[src/rtl/player_mover.sv]
// Player pose owner: rate-limited turn/step updates, with each translation checked against
// the map over a req/ack grid port. Define WALL_SLIDE_EN to let blocked diagonals slide along one axis.
module player_mover #(
  parameter int X_W        = 15,
  parameter int Y_W        = 14,
  parameter int A_W        = 8,
  parameter int D_W        = 8,
  parameter int CELL_SHIFT = 9,
  parameter int CELL_W     = 3,
  parameter int TURN_STEP  = 10,
  parameter int TICK_W     = 20,
  parameter int INIT_X     = 1536,
  parameter int INIT_Y     = 1536,
  parameter int INIT_ANGLE = 0
) (
  input  logic                    clock,
  input  logic                    reset,
  input  logic                    start,
  output logic                    done,
  output logic                    busy,
  input  logic                    turn_right,
  input  logic                    turn_left,
  input  logic                    move_forward,
  input  logic                    move_backward,
  input  logic [D_W-1:0]          dir_x,
  input  logic [D_W-1:0]          dir_y,
  output logic [X_W-1:0]          pos_x,
  output logic [Y_W-1:0]          pos_y,
  output logic [A_W-1:0]          angle,
  output logic                    grid_req,
  output logic [X_W-CELL_SHIFT-1:0] grid_x,
  output logic [Y_W-CELL_SHIFT-1:0] grid_y,
  input  logic                    grid_ack,
  input  logic [CELL_W-1:0]       grid_cell
);

  localparam int GX_W = X_W - CELL_SHIFT;
  localparam int GY_W = Y_W - CELL_SHIFT;

  typedef enum logic [2:0] {
    IDLE,
    PREDICT,
    Q_XY,
`ifdef WALL_SLIDE_EN
    Q_X,
    Q_Y,
`endif
    COMMIT,
    DONE
  } state_e;

  state_e              state_q, state_d;
  logic [TICK_W-1:0]   tick_q;
  logic [X_W-1:0]      posX_q, xPred_q;
  logic [Y_W-1:0]      posY_q, yPred_q;
  logic [A_W-1:0]      angle_q, angleNext_q;
  logic                commitX_q, commitY_q;
  logic                done_q, busy_q, gridReq_q;
  logic [GX_W-1:0]     gridX_q, gridX_d, xPredCell;
  logic [GY_W-1:0]     gridY_q, gridY_d, yPredCell;
`ifdef WALL_SLIDE_EN
  logic                xIn_q, yIn_q, diag_q;
  logic                diagC;
`endif

  logic signed [X_W:0] dxExt, xCurExt, xSum;
  logic signed [Y_W:0] dyExt, yCurExt, ySum;
  logic                fwd, bwd, moveReq, xInC, yInC;
  logic [A_W-1:0]      angleTurn;
  logic                accepted, cellFree, queryNext;

`ifdef WALL_SLIDE_EN
  // After a blocked diagonal, try the x axis first, then y; out-of-bounds axes are skipped.
  function automatic state_e slideStart(input logic xIn, input logic yIn, input logic diag);
    if (diag && xIn) return Q_X;
    if (diag && yIn) return Q_Y;
    return COMMIT;
  endfunction
`endif

  assign fwd     = move_forward && !move_backward;
  assign bwd     = move_backward && !move_forward;
  assign moveReq = fwd || bwd;

  assign dxExt   = {{(X_W + 1 - D_W){dir_x[D_W-1]}}, dir_x};
  assign dyExt   = {{(Y_W + 1 - D_W){dir_y[D_W-1]}}, dir_y};
  assign xCurExt = {1'b0, posX_q};
  assign yCurExt = {1'b0, posY_q};

  // Any true result beyond [0, 2^W) lands with the sign bit set in W+1 bits.
  always_comb begin
    xSum = xCurExt;
    ySum = yCurExt;
    if (fwd) begin
      xSum = xCurExt + dxExt;
      ySum = yCurExt + dyExt;
    end else if (bwd) begin
      xSum = xCurExt - dxExt;
      ySum = yCurExt - dyExt;
    end
  end

  assign xInC = !xSum[X_W];
  assign yInC = !ySum[Y_W];
`ifdef WALL_SLIDE_EN
  assign diagC = moveReq && (dir_x != '0) && (dir_y != '0);
`endif

  always_comb begin
    angleTurn = angle_q;
    if (turn_right && !turn_left)
      angleTurn = angle_q + A_W'(TURN_STEP);
    else if (turn_left && !turn_right)
      angleTurn = angle_q - A_W'(TURN_STEP);
  end

  assign accepted = gridReq_q && grid_ack;
  assign cellFree = (grid_cell == '0);

  always_comb begin
    state_d = state_q;
    case (state_q)
      IDLE:    if (start && (tick_q == '0)) state_d = PREDICT;
      PREDICT: begin
        if (!moveReq)
          state_d = COMMIT;
        else if (xInC && yInC)
          state_d = Q_XY;
        else begin
`ifdef WALL_SLIDE_EN
          state_d = slideStart(xInC, yInC, diagC);
`else
          state_d = COMMIT;
`endif
        end
      end
      Q_XY: begin
        if (accepted) begin
          if (cellFree)
            state_d = COMMIT;
          else begin
`ifdef WALL_SLIDE_EN
            state_d = slideStart(xIn_q, yIn_q, diag_q);
`else
            state_d = COMMIT;
`endif
          end
        end
      end
`ifdef WALL_SLIDE_EN
      Q_X: if (accepted) state_d = (cellFree || !yIn_q) ? COMMIT : Q_Y;
      Q_Y: if (accepted) state_d = COMMIT;
`endif
      COMMIT:  state_d = DONE;
      DONE:    state_d = IDLE;
      default: state_d = IDLE;
    endcase
  end

  // Query cells come from the live sum while predicting, from the stored prediction afterwards.
  assign xPredCell = (state_q == PREDICT) ? xSum[X_W-1:CELL_SHIFT] : xPred_q[X_W-1:CELL_SHIFT];
  assign yPredCell = (state_q == PREDICT) ? ySum[Y_W-1:CELL_SHIFT] : yPred_q[Y_W-1:CELL_SHIFT];

  always_comb begin
    gridX_d = posX_q[X_W-1:CELL_SHIFT];
    gridY_d = posY_q[Y_W-1:CELL_SHIFT];
    case (state_d)
      Q_XY: begin
        gridX_d = xPredCell;
        gridY_d = yPredCell;
      end
`ifdef WALL_SLIDE_EN
      Q_X:     gridX_d = xPredCell;
      Q_Y:     gridY_d = yPredCell;
`endif
      default: ;
    endcase
  end

`ifdef WALL_SLIDE_EN
  assign queryNext = (state_d == Q_XY) || (state_d == Q_X) || (state_d == Q_Y);
`else
  assign queryNext = (state_d == Q_XY);
`endif

  // An answered request always drops for a cycle, so a follow-up query shows a fresh rising edge.
  always_ff @(posedge clock or negedge reset) begin
    if (!reset) begin
      state_q     <= IDLE;
      tick_q      <= '0;
      posX_q      <= X_W'(INIT_X);
      posY_q      <= Y_W'(INIT_Y);
      angle_q     <= A_W'(INIT_ANGLE);
      xPred_q     <= X_W'(INIT_X);
      yPred_q     <= Y_W'(INIT_Y);
      angleNext_q <= A_W'(INIT_ANGLE);
      commitX_q   <= 1'b0;
      commitY_q   <= 1'b0;
      done_q      <= 1'b0;
      busy_q      <= 1'b0;
      gridReq_q   <= 1'b0;
      gridX_q     <= GX_W'(INIT_X >> CELL_SHIFT);
      gridY_q     <= GY_W'(INIT_Y >> CELL_SHIFT);
`ifdef WALL_SLIDE_EN
      xIn_q       <= 1'b0;
      yIn_q       <= 1'b0;
      diag_q      <= 1'b0;
`endif
    end else begin
      tick_q    <= tick_q + TICK_W'(1);
      state_q   <= state_d;
      gridX_q   <= gridX_d;
      gridY_q   <= gridY_d;
      gridReq_q <= queryNext && !accepted;
      busy_q    <= (state_d != IDLE);
      done_q    <= (state_d == DONE);
      case (state_q)
        PREDICT: begin
          xPred_q     <= xSum[X_W-1:0];
          yPred_q     <= ySum[Y_W-1:0];
          angleNext_q <= angleTurn;
          commitX_q   <= 1'b0;
          commitY_q   <= 1'b0;
`ifdef WALL_SLIDE_EN
          xIn_q       <= xInC;
          yIn_q       <= yInC;
          diag_q      <= diagC;
`endif
        end
        Q_XY: begin
          if (accepted && cellFree) begin
            commitX_q <= 1'b1;
            commitY_q <= 1'b1;
          end
        end
`ifdef WALL_SLIDE_EN
        Q_X: if (accepted && cellFree) commitX_q <= 1'b1;
        Q_Y: if (accepted && cellFree) commitY_q <= 1'b1;
`endif
        COMMIT: begin
          angle_q <= angleNext_q;
          if (commitX_q) posX_q <= xPred_q;
          if (commitY_q) posY_q <= yPred_q;
        end
        default: ;
      endcase
    end
  end

  assign done     = done_q;
  assign busy     = busy_q;
  assign pos_x    = posX_q;
  assign pos_y    = posY_q;
  assign angle    = angle_q;
  assign grid_req = gridReq_q;
  assign grid_x   = gridX_q;
  assign grid_y   = gridY_q;

endmodule

[config.mk]
export PLATFORM = sky130hd
export DESIGN_NAME = player_mover
export DESIGN_NICKNAME = d
export VERILOG_FILES = /design/src/rtl/player_mover.sv
export SDC_FILE = /design/constraint.sdc
export NUM_CORES = 1
export LEC_CHECK = 0
export ABC_AREA = 1
export ABC_CLOCK_PERIOD_IN_PS = 3850
export BUFFER_PORTS_ARGS = -buffer_cell sky130_fd_sc_hd__buf_2
export CAP_MARGIN = 20
export CORE_ASPECT_RATIO = 2
export CORE_MARGIN = 4
export CORE_UTILIZATION = 43
export DETAILED_ROUTE_END_ITERATION = 8
export GPL_TIMING_DRIVEN = 0
export MAX_ROUTING_LAYER = met4
export SETUP_SLACK_MARGIN = 0.5
export SLEW_MARGIN = 5
export SYNTH_ARGS = -nofsm -noshare
export SYNTH_HDL_FRONTEND = slang
export SYNTH_SLANG_ARGS = --single-unit
[constraint.sdc]
create_clock -name clock -period 3.85 [get_ports clock]
set_input_delay 0.1925 -clock clock [delete_from_list [all_inputs] [get_ports clock]]
set_output_delay 0.1925 -clock clock [all_outputs]
set_load 0.005 [all_outputs]
==> out/qor.yml <==
fillers: 2118
status: "completed"
via_per_inst: 5.11
ys_seq_area_share_pct: 32.5
crit_family: "simple AND/OR/NAND/NOR gates"
grt_max_degree: 77
hold_violations: 0
initial_core_util_pct: 43.7
gp_congestion: 0.956
setup_viol: 0
ant_nets: 0
finalClockSkew_ns: 0.00954
required_ns: 4.12
critPathMaxFanout: 10
worst_pin_slew_ns: 0.839
p_int_mw: 3.24
dr.pass1.iters: 7
post_cts_buffers: 0
avgSynthCellArea_sq_um: 6.99
drtIter0Drc: 327
switching_share_pct: 46.7
seqPwrFrac_pct: 31.9
hp-class: "in -> reg"
p_switching_mw: 2.84
vdd_drop_max_mv: 0.312
nets: 1425
rsz0062_at_grt: "false"
end_kind: "flop"
syn_area_sq_um: 8660
layout-drive-gt1-share_pct: 12.9
relSlewSlack_pct: 44.1
wl_per_cell_um: 17.1
power_density_nw_per_um2: 625
synth_fp_nets: 1335
slowest_delay_ns: 0.47
cpMaxStageDelayCell: "dfrtp_1"
crit_type: "reg -> reg"
cp.buffers_inverters: 2
whs_ns: 0.106
die_w_um: 108
p_leak_nw: 5.39
fin_util_pct: 49.1
die_h_um: 209
cts_hold_buf: 1
tns_ns: 0
synth.distinct_cells: 50
clk_latency_ns: 0.37
clock.fmax_mhz: 356
cts_buffer_depth: 2
cts_resized: 0
die_area_sq_um: 22600
synth-seq-cells: 112
post-route-period-util_pct: 72.9
p_clk_share_pct: 16.4
antenna_found_initial: 0
layout_min_cycle_time_ns: 2.81
cts_root_buf: "clkbuf_16"
async_flop_share_pct: 100
clkSinkCount: 112
via_count: 8163
yosysWarningCount: 0
grt_pass1_wl_mm: 43.7
postRouteWirelength_mm: 27.4
cp_cell_sequence: "ha_1, buf_2, nand2_1, nor2_1, and2_1, nand2_1, nand2_1, nand2_1, nand2_1, nand2_1, nand2_1, nand3_2, nand2_4, nand3_4, buf_6, nand2_1, nand2_1"
ioPinCount: 78
h-tree-depth: 3
numCtsBuffers: 9
drv_cap: 0
final_max_slew_viol_count: 0
synth_edf_count: 0
gr-total-overflow: 0
grt.total_usage_pct: 26.1
core_sq_um: 19800
first_global_vias: 8377
ys.flop_type: "dfrtp_1"
clk_pin_slew_ns: 0.08
place.detailed.hpwl_mm: 21.8
cp-start-kind: "flop"
drc: 0
syn_inst: 1240
synthToLayoutAreaGrowth_pct: 12.3
cp_common_cell: "nand2_1"
std_cell_rows: 73
crit_arrival_ns: 3.07
portBuffers: 77
num_antenna_cells: 0
pwr-share-comb_pct: 51.7
cts_tree: "built"
cells in the final DEF (no fill, tap or decap), drive strengths merged, types with 3 or more instances in the layout:
cell    instances
dfstp          12
inv           214
nand2         340
nand4          26
nor4            5
clkbuf         29
dfrtp         100
nand3          88
o22ai           3
mux2            6
and2            4
buf           100
a32oi           4
o21bai          6
o211ai          4
nor2           95
fa              4
a21oi          95
ha             64
nand3b          4
nor3           12
o21ai          72
xor2           31
sequential cells by signal, indices dropped and copies added, names as in the netlist:
| register | count |
|---|---|
| state_q | 3 |
| angleNext_q | 8 |
| commitY_q | 1 |
| xPred_q | 15 |
| tick_q | 20 |
| grid_x | 6 |
| yPred_q | 14 |
| pos_y | 14 |
| grid_req | 1 |
| done | 1 |
| busy | 1 |
| pos_x | 15 |
| grid_y | 5 |
| angle | 8 |
metal layers:
layer  wire length [um]  track usage [%]  vias to the layer above  share of wire, %
li1                   -                -                     4127                 -
met5                  0                -                        -                 0
met1               9430             24.3                     3776                34
met4               2010             17.4                        0               7.3
met3                780             3.52                       86               2.8
met2              15200             48.1                      174                55
cell type report:
class | count | area, sq um | area share (%)
Timing Repair Buffer | 79 | 429 | 4.41
Clock buffer | 9 | 225 | 2.31
Sequential cell | 112 | 2820 | 29.0
Inverter | 211 | 792 | 8.14
Tap cell | 262 | 328 | 3.37
Clock inverter | 7 | 83.8 | 0.862
Buffer | 42 | 259 | 2.66
Multi-Input combinational cell | 875 | 4800 | 49.3
synthesized netlist by cell type (2+ instances only):
| cell | number | area (sq um) |
|---|---|---|
| inv_2 | 7 | 26.3 |
| nand2_2 | 9 | 56.3 |
| o21ai_0 | 72 | 360 |
| a211oi_1 | 2 | 15.0 |
| nand4_1 | 26 | 163 |
| dfstp_2 | 12 | 315 |
| dfrtp_1 | 100 | 2500 |
| fa_1 | 4 | 80.1 |
| o211ai_1 | 4 | 30.0 |
| a2111oi_0 | 2 | 17.5 |
| buf_1 | 2 | 7.51 |
| nor3_2 | 3 | 30.0 |
| and2_1 | 4 | 25.0 |
| clkbuf_8 | 2 | 27.5 |
| clkbuf_1 | 17 | 63.8 |
| a21oi_2 | 4 | 35.0 |
| nand3_1 | 84 | 420 |
| nor4_1 | 3 | 18.8 |
| xor2_1 | 31 | 272 |
| nand3_2 | 3 | 30.0 |
| nor4_2 | 2 | 25.0 |
| o21bai_1 | 6 | 45.0 |
| nor2_2 | 4 | 25.0 |
| ha_1 | 64 | 801 |
| nand3b_1 | 4 | 30.0 |
| mux2_2 | 6 | 67.6 |
| nor3_1 | 8 | 40.0 |
| buf_4 | 2 | 15.0 |
| buf_2 | 10 | 50.1 |
| a32oi_1 | 4 | 35.0 |
| nand2_1 | 330 | 1240 |
| o22ai_1 | 3 | 18.8 |
| inv_1 | 203 | 762 |
| buf_6 | 8 | 90.1 |
| nor2_1 | 90 | 338 |
| a21oi_1 | 91 | 455 |
path summary, 6_finish.rpt:
path / from / endpoint / slack, ns / depth (start not counted)
setup / recovery: pos_y[11]$_DFFE_PN0P_ / grid_x[4]$_DFF_PN0_ / 1.04 / 17
max in group asynchronous: reset / grid_x[1]$_DFF_PN1_ / 2.84 / 3
min in group asynchronous: reset / pos_y[6]$_DFFE_PN0P_ / 0.29 / 2
setup reg to reg: pos_y[11]$_DFFE_PN0P_ / grid_x[4]$_DFF_PN0_ / 1.04 / 17
hold reg to reg: tick_q[0]$_DFF_PN0_ / tick_q[0]$_DFF_PN0_ / 0.48 / 1
hold / removal: grid_ack / grid_req$_DFF_PN0_ / 0.11 / 4
power groups by stage:
stage / registers (mW) / clock network [mW] / logic (mW)
floorplan: 1.88 / 0 / 2.18
global placement: 1.96 / 0 / 3.09
detailed placement: 1.97 / 0 / 3.14
CTS: 1.95 / 1.02 / 3.15
global route: 2.00 / 1.06 / 3.57
finish: 1.94 / 0.994 / 3.14
through the flow:
step	instances	worst slack, ns	power (mW)	instance area [sq um]
2_1_floorplan	1240	1.65	4.06	8660
3_3_place_gp	1579	0.908	5.05	9380
4_1_cts	1597	1.09	6.12	9730
3_5_place_dp	1580	0.889	5.10	9410
6_report	1597	1.04	6.08	9730
5_1_grt	1597	0.902	6.63	9730
worst register-to-register path, cell delays in order, from the launching register on:
cell and delay, ns:
dfrtp_1 0.47, ha_1 0.31, buf_2 0.20, nand2_1 0.20, nor2_1 0.27, and2_1 0.17, nand2_1 0.12, nand2_1 0.10
nand2_1 0.05, nand2_1 0.09, nand2_1 0.08, nand2_1 0.08, nand3_2 0.10, nand2_4 0.11, nand3_4 0.08, buf_6 0.16
nand2_1 0.06, nand2_1 0.05
kinds of logic (layout without fill, tap and decap cells):
kind of cell               count (synthesis)  in the layout  share of synthesized area, %
and+or+nand+nor                          574            574                          28.8
adders and majority gates                 68             68                          10.2
DFF                                      112            112                          32.5
AOI/OAI and AO/OA                        196            196                          12.5
buffers and inverters                    253            348                          12.1
xor gates and xnor gates                  31             31                          3.13
muxes                                      6              6                         0.780
Power figures use the tool's default switching activity.
